===== src/rtl/register_file_pkg.sv =====
// rtl/register_file_pkg.sv - shared encodings for the register file
// Contents: FunSel codes, output-select codes, enable-bit mapping helper.
package register_file_pkg;

   typedef enum logic [2:0] {
      DEC      = 3'b000,
      INC      = 3'b001,
      LOAD     = 3'b010,
      CLR      = 3'b011,
      LOAD8    = 3'b100,
      LOAD16   = 3'b101,
      SHL8_INS = 3'b110,
      SEXT16   = 3'b111
   } fun_sel_e;

   localparam logic [2:0] SEL_R1 = 3'd0;
   localparam logic [2:0] SEL_R2 = 3'd1;
   localparam logic [2:0] SEL_R3 = 3'd2;
   localparam logic [2:0] SEL_R4 = 3'd3;
   localparam logic [2:0] SEL_S1 = 3'd4;
   localparam logic [2:0] SEL_S2 = 3'd5;
   localparam logic [2:0] SEL_S3 = 3'd6;
   localparam logic [2:0] SEL_S4 = 3'd7;

   localparam int NUM_REGS = 8;

   // Enable vector indexed by output-select code. RegSel/ScrSel are
   // MSB-first (bit 3 = R1/S1), so the bit order is reversed here.
   function automatic logic [7:0] reg_enables(input logic [3:0] reg_sel,
                                              input logic [3:0] scr_sel);
      logic [7:0] en;
      en = '0;
      for (int k = 0; k < 4; k++) begin
         en[k]     = reg_sel[3-k];
         en[k + 4] = scr_sel[3-k];
      end
      return en;
   endfunction

endpackage


===== src/rtl/register_file_general_register.sv =====
// rtl/register_file_general_register.sv - one register with the per-cycle function set
// Ports: Clock, Reset (async active-low), E (enable), FunSel, I (data), Q (contents).
module general_register
   import register_file_pkg::*;
#(
   parameter int WIDTH = 32
) (
   input  logic             Clock,
   input  logic             Reset,
   input  logic             E,
   input  logic [2:0]       FunSel,
   input  logic [WIDTH-1:0] I,
   output logic [WIDTH-1:0] Q
);

   logic [WIDTH-1:0] q_q;
   logic [WIDTH-1:0] q_d;

   always_comb begin
      q_d = q_q;
      if (E) begin
         case (FunSel)
            DEC:      q_d = q_q - WIDTH'(1);
            INC:      q_d = q_q + WIDTH'(1);
            LOAD:     q_d = I;
            CLR:      q_d = '0;
            LOAD8:    q_d = WIDTH'(I[7:0]);
            LOAD16:   q_d = WIDTH'(I[15:0]);
            // Byte shift-left with insert; the top byte falls off.
            SHL8_INS: q_d = {q_q[WIDTH-9:0], I[7:0]};
            // Signed operand makes the width cast replicate I[15].
            SEXT16:   q_d = WIDTH'($signed(I[15:0]));
            default:  q_d = q_q;
         endcase
      end
   end

   always_ff @(posedge Clock or negedge Reset) begin
      if (!Reset) begin
         q_q <= '0;
      end else begin
         q_q <= q_d;
      end
   end

   assign Q = q_q;

endmodule


===== src/rtl/register_file.sv =====
// rtl/register_file.sv - eight-entry register file with two combinational read ports
// Ports: Clock, Reset (async active-low), I (write data), FunSel, RegSel/ScrSel
//        (enables, bit 3 = R1/S1), OutASel/OutBSel (read selects), OutA/OutB.
module register_file
   import register_file_pkg::*;
#(
   parameter int WIDTH = 32
) (
   input  logic             Clock,
   input  logic             Reset,
   input  logic [WIDTH-1:0] I,
   input  logic [2:0]       FunSel,
   input  logic [3:0]       RegSel,
   input  logic [3:0]       ScrSel,
   input  logic [2:0]       OutASel,
   input  logic [2:0]       OutBSel,
   output logic [WIDTH-1:0] OutA,
   output logic [WIDTH-1:0] OutB
);

   logic [NUM_REGS-1:0] en;
   logic [WIDTH-1:0]    q [NUM_REGS];

   assign en = reg_enables(RegSel, ScrSel);

   // Instance k holds the register whose select code is k (R1..R4, S1..S4).
   for (genvar k = 0; k < NUM_REGS; k++) begin : g_reg
      general_register #(
         .WIDTH (WIDTH)
      ) u_reg (
         .Clock  (Clock),
         .Reset  (Reset),
         .E      (en[k]),
         .FunSel (FunSel),
         .I      (I),
         .Q      (q[k])
      );
   end

   // Reads see the registered value only, so a same-cycle write is not bypassed.
   assign OutA = q[OutASel];
   assign OutB = q[OutBSel];

endmodule


===== config.mk =====
export PLATFORM = sky130hd
export DESIGN_NAME = register_file
export DESIGN_NICKNAME = d
export VERILOG_FILES = /design/src/rtl/register_file_pkg.sv /design/src/rtl/register_file_general_register.sv /design/src/rtl/register_file.sv
export SDC_FILE = /design/constraint.sdc
export NUM_CORES = 1
export LEC_CHECK = 0
export ABC_AREA = 1
export CAP_MARGIN = 20
export CORE_MARGIN = 5
export CORE_UTILIZATION = 29
export CTS_CLUSTER_DIAMETER = 200
export DETAILED_ROUTE_END_ITERATION = 7
export GPL_TIMING_DRIVEN = 0
export PLACE_DENSITY_LB_ADDON = 0.05
export SLEW_MARGIN = 20
export SYNTH_ARGS = -nofsm -noshare
export SYNTH_HDL_FRONTEND = slang
export SYNTH_HIERARCHICAL = 1
export SYNTH_SLANG_ARGS = --single-unit

===== constraint.sdc =====
create_clock -name Clock -period 3.6 [get_ports Clock]
set_input_delay 0.9 -clock Clock [delete_from_list [all_inputs] [get_ports Clock]]
set_output_delay 0.9 -clock Clock [all_outputs]
set_load 0.01 [all_outputs]

==> results of run 1 <==
## path summary, 6_finish.rpt
path | from | end | slack, ns | depth (start not counted)
min reg2reg | g_reg[4].u_reg/Q[28] | g_reg[4].u_reg/Q[28] | 0.58 | 2
max reg2reg | g_reg[7].u_reg/Q[0] | g_reg[7].u_reg/Q[30] | 1.16 | 11
max | OutASel[0] | OutA[9] | -0.07 | 9
min in group Clock | g_reg[4].u_reg/Q[28] | g_reg[4].u_reg/Q[28] | 0.58 | 2
min | Reset | g_reg[3].u_reg/Q[1] | 0.21 | 1
max in group asynchronous | Reset | g_reg[4].u_reg/Q[14] | 2.42 | 2
## where the power goes
part           leakage (nW)  internal, mW  switching [mW]
Sequential             2.98          3.31           0.826
Clock                 0.584          2.16            1.58
Combinational          22.9          3.32            7.38
## final cells by class
| class | instances | area share |
|---|---|---|
| tap | 1781 | 0.0498 |
| multi-input combinational | 5274 | 0.599 |
| clock inverter | 14 | 0.00319 |
| antenna | 9 | 0.000504 |
| timing repair buffer | 120 | 0.0274 |
| sequential | 256 | 0.143 |
| clock buffer | 49 | 0.0230 |
| buffer | 204 | 0.0282 |
| inverter | 1497 | 0.126 |
## worst max-delay path: stages
cell and delay, ns:
clkdlybuf4s15_2 0.26, buf_4 0.31, buf_6 0.20, nand2_1 0.06, nand3_1 0.17, nand2_1 0.12
nand2_1 0.10, nand2_2 0.12, clkdlybuf4s50_1 0.51
## through the flow
step | cells | util | hold WS [ns] | power (mW)
final | 9204 | 0.330 | 0.215 | 18.6
after global routing | 9195 | 0.330 | 0.221 | 20.0
after CTS | 9192 | 0.329 | 0.212 | 18.6
after detailed placement | 9129 | 0.317 | 0.575 | 14.7
after global placement | 9116 | 0.316 | 0.564 | 14.7
after floorplan | 7231 | - | 0.516 | 10.7
## kinds of logic (layout without fill, tap and decap cells)
family	Yosys count	count (layout)
compound gates	913	913
xor+xnor	94	94
fa+ha+maj	280	280
buf+inv	1701	1884
flops	256	256
other cells	0	9
simple gates	3987	3987
## repair_timing
item / in CTS / in global routing
pin swaps: 0 / 1
resized for setup: 198 / 34
endpoints found under the hold margin: 0 / 0
buffers inserted: 0 / 3
gates cloned: 0 / 0
setup endpoints to repair: 64 / 45
## Yosys cell counts, types with 83 or more instances
master / n
inv_1: 1479
nand2_2: 83
ha_1: 272
a211oi_1: 128
nand3_1: 536
nor2_1: 496
nand2_1: 2693
a22oi_1: 110
buf_2: 103
dfrtp_1: 256
xor2_1: 86
a21oi_1: 352
o21ai_0: 176
## cells in the final DEF (no fill, tap or decap), drive strengths merged, types with 24 or more instances in the layout
cell type	instances
o22ai	64
nand2	2776
dlymetal6s2s	25
inv	1501
o21ai	194
ha	272
nand4	32
buf	206
dfrtp	256
dlygate4sd2	38
a21oi	367
clkbuf	101
xor2	86
o21bai	24
nand3	569
nor3	29
a211oi	128
nor2	538
nand3b	32
a22oi	128
## routing by layer
metal  share of wire  wire, µm
met5        0.000076        16
met4           0.036      7490
met3           0.072     15100
met2            0.42     88800
met1            0.47     98000
==> impl_metrics.env, run 1 <==
export IMPL_dp_slack_ns=-0.811
export IMPL_largest_reg_flops=256
export IMPL_cp_required_ns=2.70
export IMPL_drtPass1Iterations=6
export IMPL_layout_min_cycle_time_ns=3.67
export IMPL_yosys_area_share_simple=0.417
export IMPL_final_hold_violation_count=0
export IMPL_cts_hold_buf=0
export IMPL_max_slew_margin=0.417
export IMPL_skew_ns=0.0229
export IMPL_cts_buffer_depth=3
export IMPL_antenna_found_initial=11
export IMPL_placed_cell_area_um2=43100
export IMPL_synthAdderAreaFrac=0.0900
export IMPL_met3_usage=0.0554
export IMPL_syn2layout_area_growth_pct=12.9
export IMPL_seq_area_um2=6410
export IMPL_power_leakage_nw=26.5
export IMPL_ys_types=36
export IMPL_period_share=1.02
export IMPL_ys_top_cells_by_area="nand2_1, dfrtp_1, inv_1"
export IMPL_ctsHtreeMaxLevel=2
export IMPL_fp_dieH_um=380
export IMPL_dp_hpwl_um=172000
export IMPL_layout_drive_gt1_share=0.0816
export IMPL_num_rows=135
export IMPL_critPathArrivalTime_ns=2.77
export IMPL_fin_nets=7720
export IMPL_cts_buffers=36
export IMPL_drt_iter0_drc=4288
export IMPL_cp_max_fo=10
export IMPL_netlist_area_leader_share=0.255
export IMPL_multiInputGateArea_um2=26800
export IMPL_drt_wl_total_um=209000
export IMPL_synth_edf_count=0
export IMPL_worst_pin_slew_ns=0.874
export IMPL_gp_congestion=0.998
export IMPL_die_w_um=380
export IMPL_overflow=0
export IMPL_dieArea_um2=144000
export IMPL_fin_ws_ns=-0.0723
export IMPL_clk_pin_slew_ns=0.06
export IMPL_io_pins=115
export IMPL_powerDensity_nw_per_um2=415
export IMPL_cap_violations=0
export IMPL_final_area_um2=44700
export IMPL_gr_usage_all_layers=0.279
export IMPL_n_fill_cell=15700
export IMPL_detail_route_vias_per_cell=4.98
export IMPL_ys_async_sr_fraction=1.00
export IMPL_met2_usage=0.432
export IMPL_syn_inst=7231
export IMPL_cts_tree="built"
export IMPL_finalSetupViolCount=1
export IMPL_grt_pass1_vias=43400
export IMPL_fmax_mhz=272
export IMPL_synth_seq_cells=256
export IMPL_met1_usage=0.390
export IMPL_synthFlopType="dfrtp_1"
export IMPL_coreArea_um2=136000
export IMPL_grt_pass1_wl_um=298000
export IMPL_fin_tns_setup_ns=-0.0723
export IMPL_slew_violations=0
export IMPL_rsz0062_at_grt="true"
export IMPL_peakVddDrop_uv=281
export IMPL_syn_nets=7562
export IMPL_top_usage_layer="met2"
export IMPL_end_kind="output port"
export IMPL_worstSetupStartpointType="input pin"
export IMPL_clk_insertion_delay_late_ns=0.62
export IMPL_seq_area_frac_synth=0.162
export IMPL_synth_top_family_by_area="simple AND/OR/NAND/NOR gates"
export IMPL_grt_max_degree=87
export IMPL_numPortBuffers=104
export IMPL_worstSetupPathType="in -> out"
export IMPL_synth_xor_area_frac=0.0208
export IMPL_cts_root_buffer="clkbuf_16"
export IMPL_final_antenna_net_count=0
export IMPL_syn_area_um2=39600
export IMPL_cts_sinks=256
export IMPL_synthMuxAreaShare=0
export IMPL_synth_compound_area_frac=0.140
export IMPL_routedWlPerCell_um=22.8
export IMPL_drc=0
export IMPL_start_util=0.292
export IMPL_yosysTopAreaCell="nand2_1"
export IMPL_yosysWarnings=6
export IMPL_status="complete, but fails checks"
export IMPL_synth_avg_cell_area_um2=5.48
export IMPL_vias=45900
export IMPL_violations="negative setup slack"
export IMPL_hold_path_class="in -> async"
No activity file was read; power rests on OpenSTA's default activity.
==> run 2, diff against run 1 <==
SLEW_MARGIN = default   (was 20)
==> impl_metrics.env, run 2 (synthesized netlist as in run 1, its figures left out) <==
export IMPL_slowest_delay_ns=0.55
export IMPL_fin_ws_ns=-0.0496
export IMPL_final_area_um2=45500
export IMPL_cap_violations=0
export IMPL_crit_path_top_delay_cell="clkdlybuf4s50_1"
export IMPL_cpLargestDelayFamily="buffers and inverters"
export IMPL_skew_ns=0.0186
export IMPL_finalSetupViolCount=1
export IMPL_final_hold_violation_count=0
export IMPL_startpoint="OutBSel[1]"
export IMPL_n_fill_cell=15700
export IMPL_vias=46100
export IMPL_worstSetupStartpointType="input pin"
export IMPL_routedWlPerCell_um=22.7
export IMPL_fin_nets=7744
export IMPL_grt_pass1_wl_um=299000
export IMPL_grt_pass1_vias=43300
export IMPL_status="complete, but fails checks"
export IMPL_cts_buffer_depth=3
export IMPL_coreArea_um2=136000
export IMPL_syn2layout_area_growth_pct=14.8
export IMPL_ctsHtreeMaxLevel=2
export IMPL_power_leakage_nw=26.8
export IMPL_end_kind="output port"
export IMPL_powerDensity_nw_per_um2=412
export IMPL_max_slew_margin=0.367
export IMPL_cts_tree="built"
export IMPL_dp_cells=9152
export IMPL_peakVddDrop_uv=274
export IMPL_placed_cell_area_um2=43800
export IMPL_gp_congestion=0.998
export IMPL_slew_violations=0
export IMPL_largest_reg_flops=256
export IMPL_io_pins=115
export IMPL_fmax_mhz=274
export IMPL_drt_wl_total_um=210000
export IMPL_layout_min_cycle_time_ns=3.65
export IMPL_layout_common_cells="nand2_1, inv_1, nand3_1"
export IMPL_clk_insertion_delay_late_ns=0.60
export IMPL_die_w_um=380
export IMPL_violations="negative setup slack"
export IMPL_r2r_start="g_reg[7].u_reg/Q[0]"
export IMPL_layout_commonest_cell="nand2_1"
export IMPL_numPortBuffers=104
export IMPL_cts_sinks=256
export IMPL_overflow=0
export IMPL_path_cells="clkdlybuf4s18_2, buf_6, buf_6, nand3_2, nand2_1, nand2_1, nand2_2, clkdlybuf4s50_1"
export IMPL_clk_pin_slew_ns=0.05
export IMPL_hold_path_class="in -> async"
export IMPL_worstSetupPathType="in -> out"
export IMPL_grt_max_degree=102
export IMPL_drtPass1Iterations=6
export IMPL_num_rows=135
export IMPL_start_util=0.292
export IMPL_final_antenna_net_count=0
export IMPL_cp_max_fo=10
export IMPL_drt_iter0_drc=4774
export IMPL_detail_route_vias_per_cell=5.00
export IMPL_period_share=1.01
export IMPL_cp_required_ns=2.70
export IMPL_antenna_found_initial=12
export IMPL_rsz0062_at_grt="true"
export IMPL_critPathArrivalTime_ns=2.75
export IMPL_crit_buf_inv=4
export IMPL_cts_buffers=37
export IMPL_gr_usage_all_layers=0.279
export IMPL_dieArea_um2=144000
export IMPL_layout_drive_gt1_share=0.0789
export IMPL_dp_hpwl_um=179000
export IMPL_fp_dieH_um=380
export IMPL_worst_pin_slew_ns=0.946
export IMPL_final_cells=9225
export IMPL_drc=0
export IMPL_cts_root_buffer="clkbuf_16"
## run 2: cell types whose count changed in the layout (fill, tap and decap cells not counted), moves of 6 or more
cell             delta
diode_2             -6
buf_16             +18
clkdlybuf4s50_1    +29
buf_2              -28
buf_8               +7
nand2_2             -9
buf_4               -7
## run 2: through the flow
stage | TNS [ns] | worst slack (ns) | hold WS [ns] | utilization | power, mW
floorplan | 0 | 0.403 | 0.516 | - | 10.7
global placement | -3617.60 | -11.02 | 0.564 | 0.316 | 14.7
detailed placement | -160.29 | -0.859 | 0.574 | 0.323 | 14.8
CTS | -0.112 | -0.0637 | 0.251 | 0.334 | 18.7
global route | -0.0504 | -0.0504 | 0.291 | 0.335 | 20.2
finish | -0.0496 | -0.0496 | 0.256 | 0.335 | 18.7
## run 2: worst reg2reg max path, delay by kind of cell (launching register included)
kind                     cells  cell delay, ns
AND/OR/NAND/NOR              7            0.83
adder cells (fa/ha/maj)      1            0.51
flip-flops                   1            0.49
buffers and inverters        2            0.34
AO/OA/AOI/OAI                1            0.18
## run 2: layout make-up
type                    count  area [µm²]  area share
well taps                1781        2230      0.0490
flip-flops and latches    256        6410       0.141
repair buffers            143        1930      0.0425
plain buffers             204        1270      0.0279
clock inverters            14         186     0.00410
clock buffers              53        1040      0.0228
inverters                1497        5620       0.124
diodes                      3        7.51    0.000165
multi-input cells        5274       26800       0.589
## run 2: power breakdown
part	internal, mW	switching (mW)
logic	3.40	7.40
registers	3.31	0.828
clock network	2.24	1.58
## run 2: final timing paths
check	to	slack [ns]	cells past startpoint
setup / recovery	OutB[24]	-0.05	8
hold / removal	g_reg[3].u_reg/Q[6]	0.26	1
setup reg to reg	g_reg[7].u_reg/Q[30]	1.18	11
hold reg to reg	g_reg[4].u_reg/Q[28]	0.57	2
max in group asynchronous	g_reg[4].u_reg/Q[12]	1.80	3
min in group Clock	g_reg[4].u_reg/Q[28]	0.57	2
## run 2: routing by layer
| metal | vias to the layer above | wire length, µm | track usage |
|---|---|---|---|
| met2 | 1556 | 90400 | 0.440 |
| met3 | 211 | 15200 | 0.0421 |
| met4 | 0 | 6530 | 0.0721 |
| li1 | 22800 | - | - |
| met5 | - | 0 | 0 |
| met1 | 21500 | 97600 | 0.396 |
## run 2: what timing repair did
action,in CTS,in global routing
endpoints found under the setup margin,109,81
endpoints found under the hold margin,0,0
gates resized for setup,192,38
buffers inserted,0,3
hold buffers,0,0
gates cloned,0,0
pin swaps,2,2
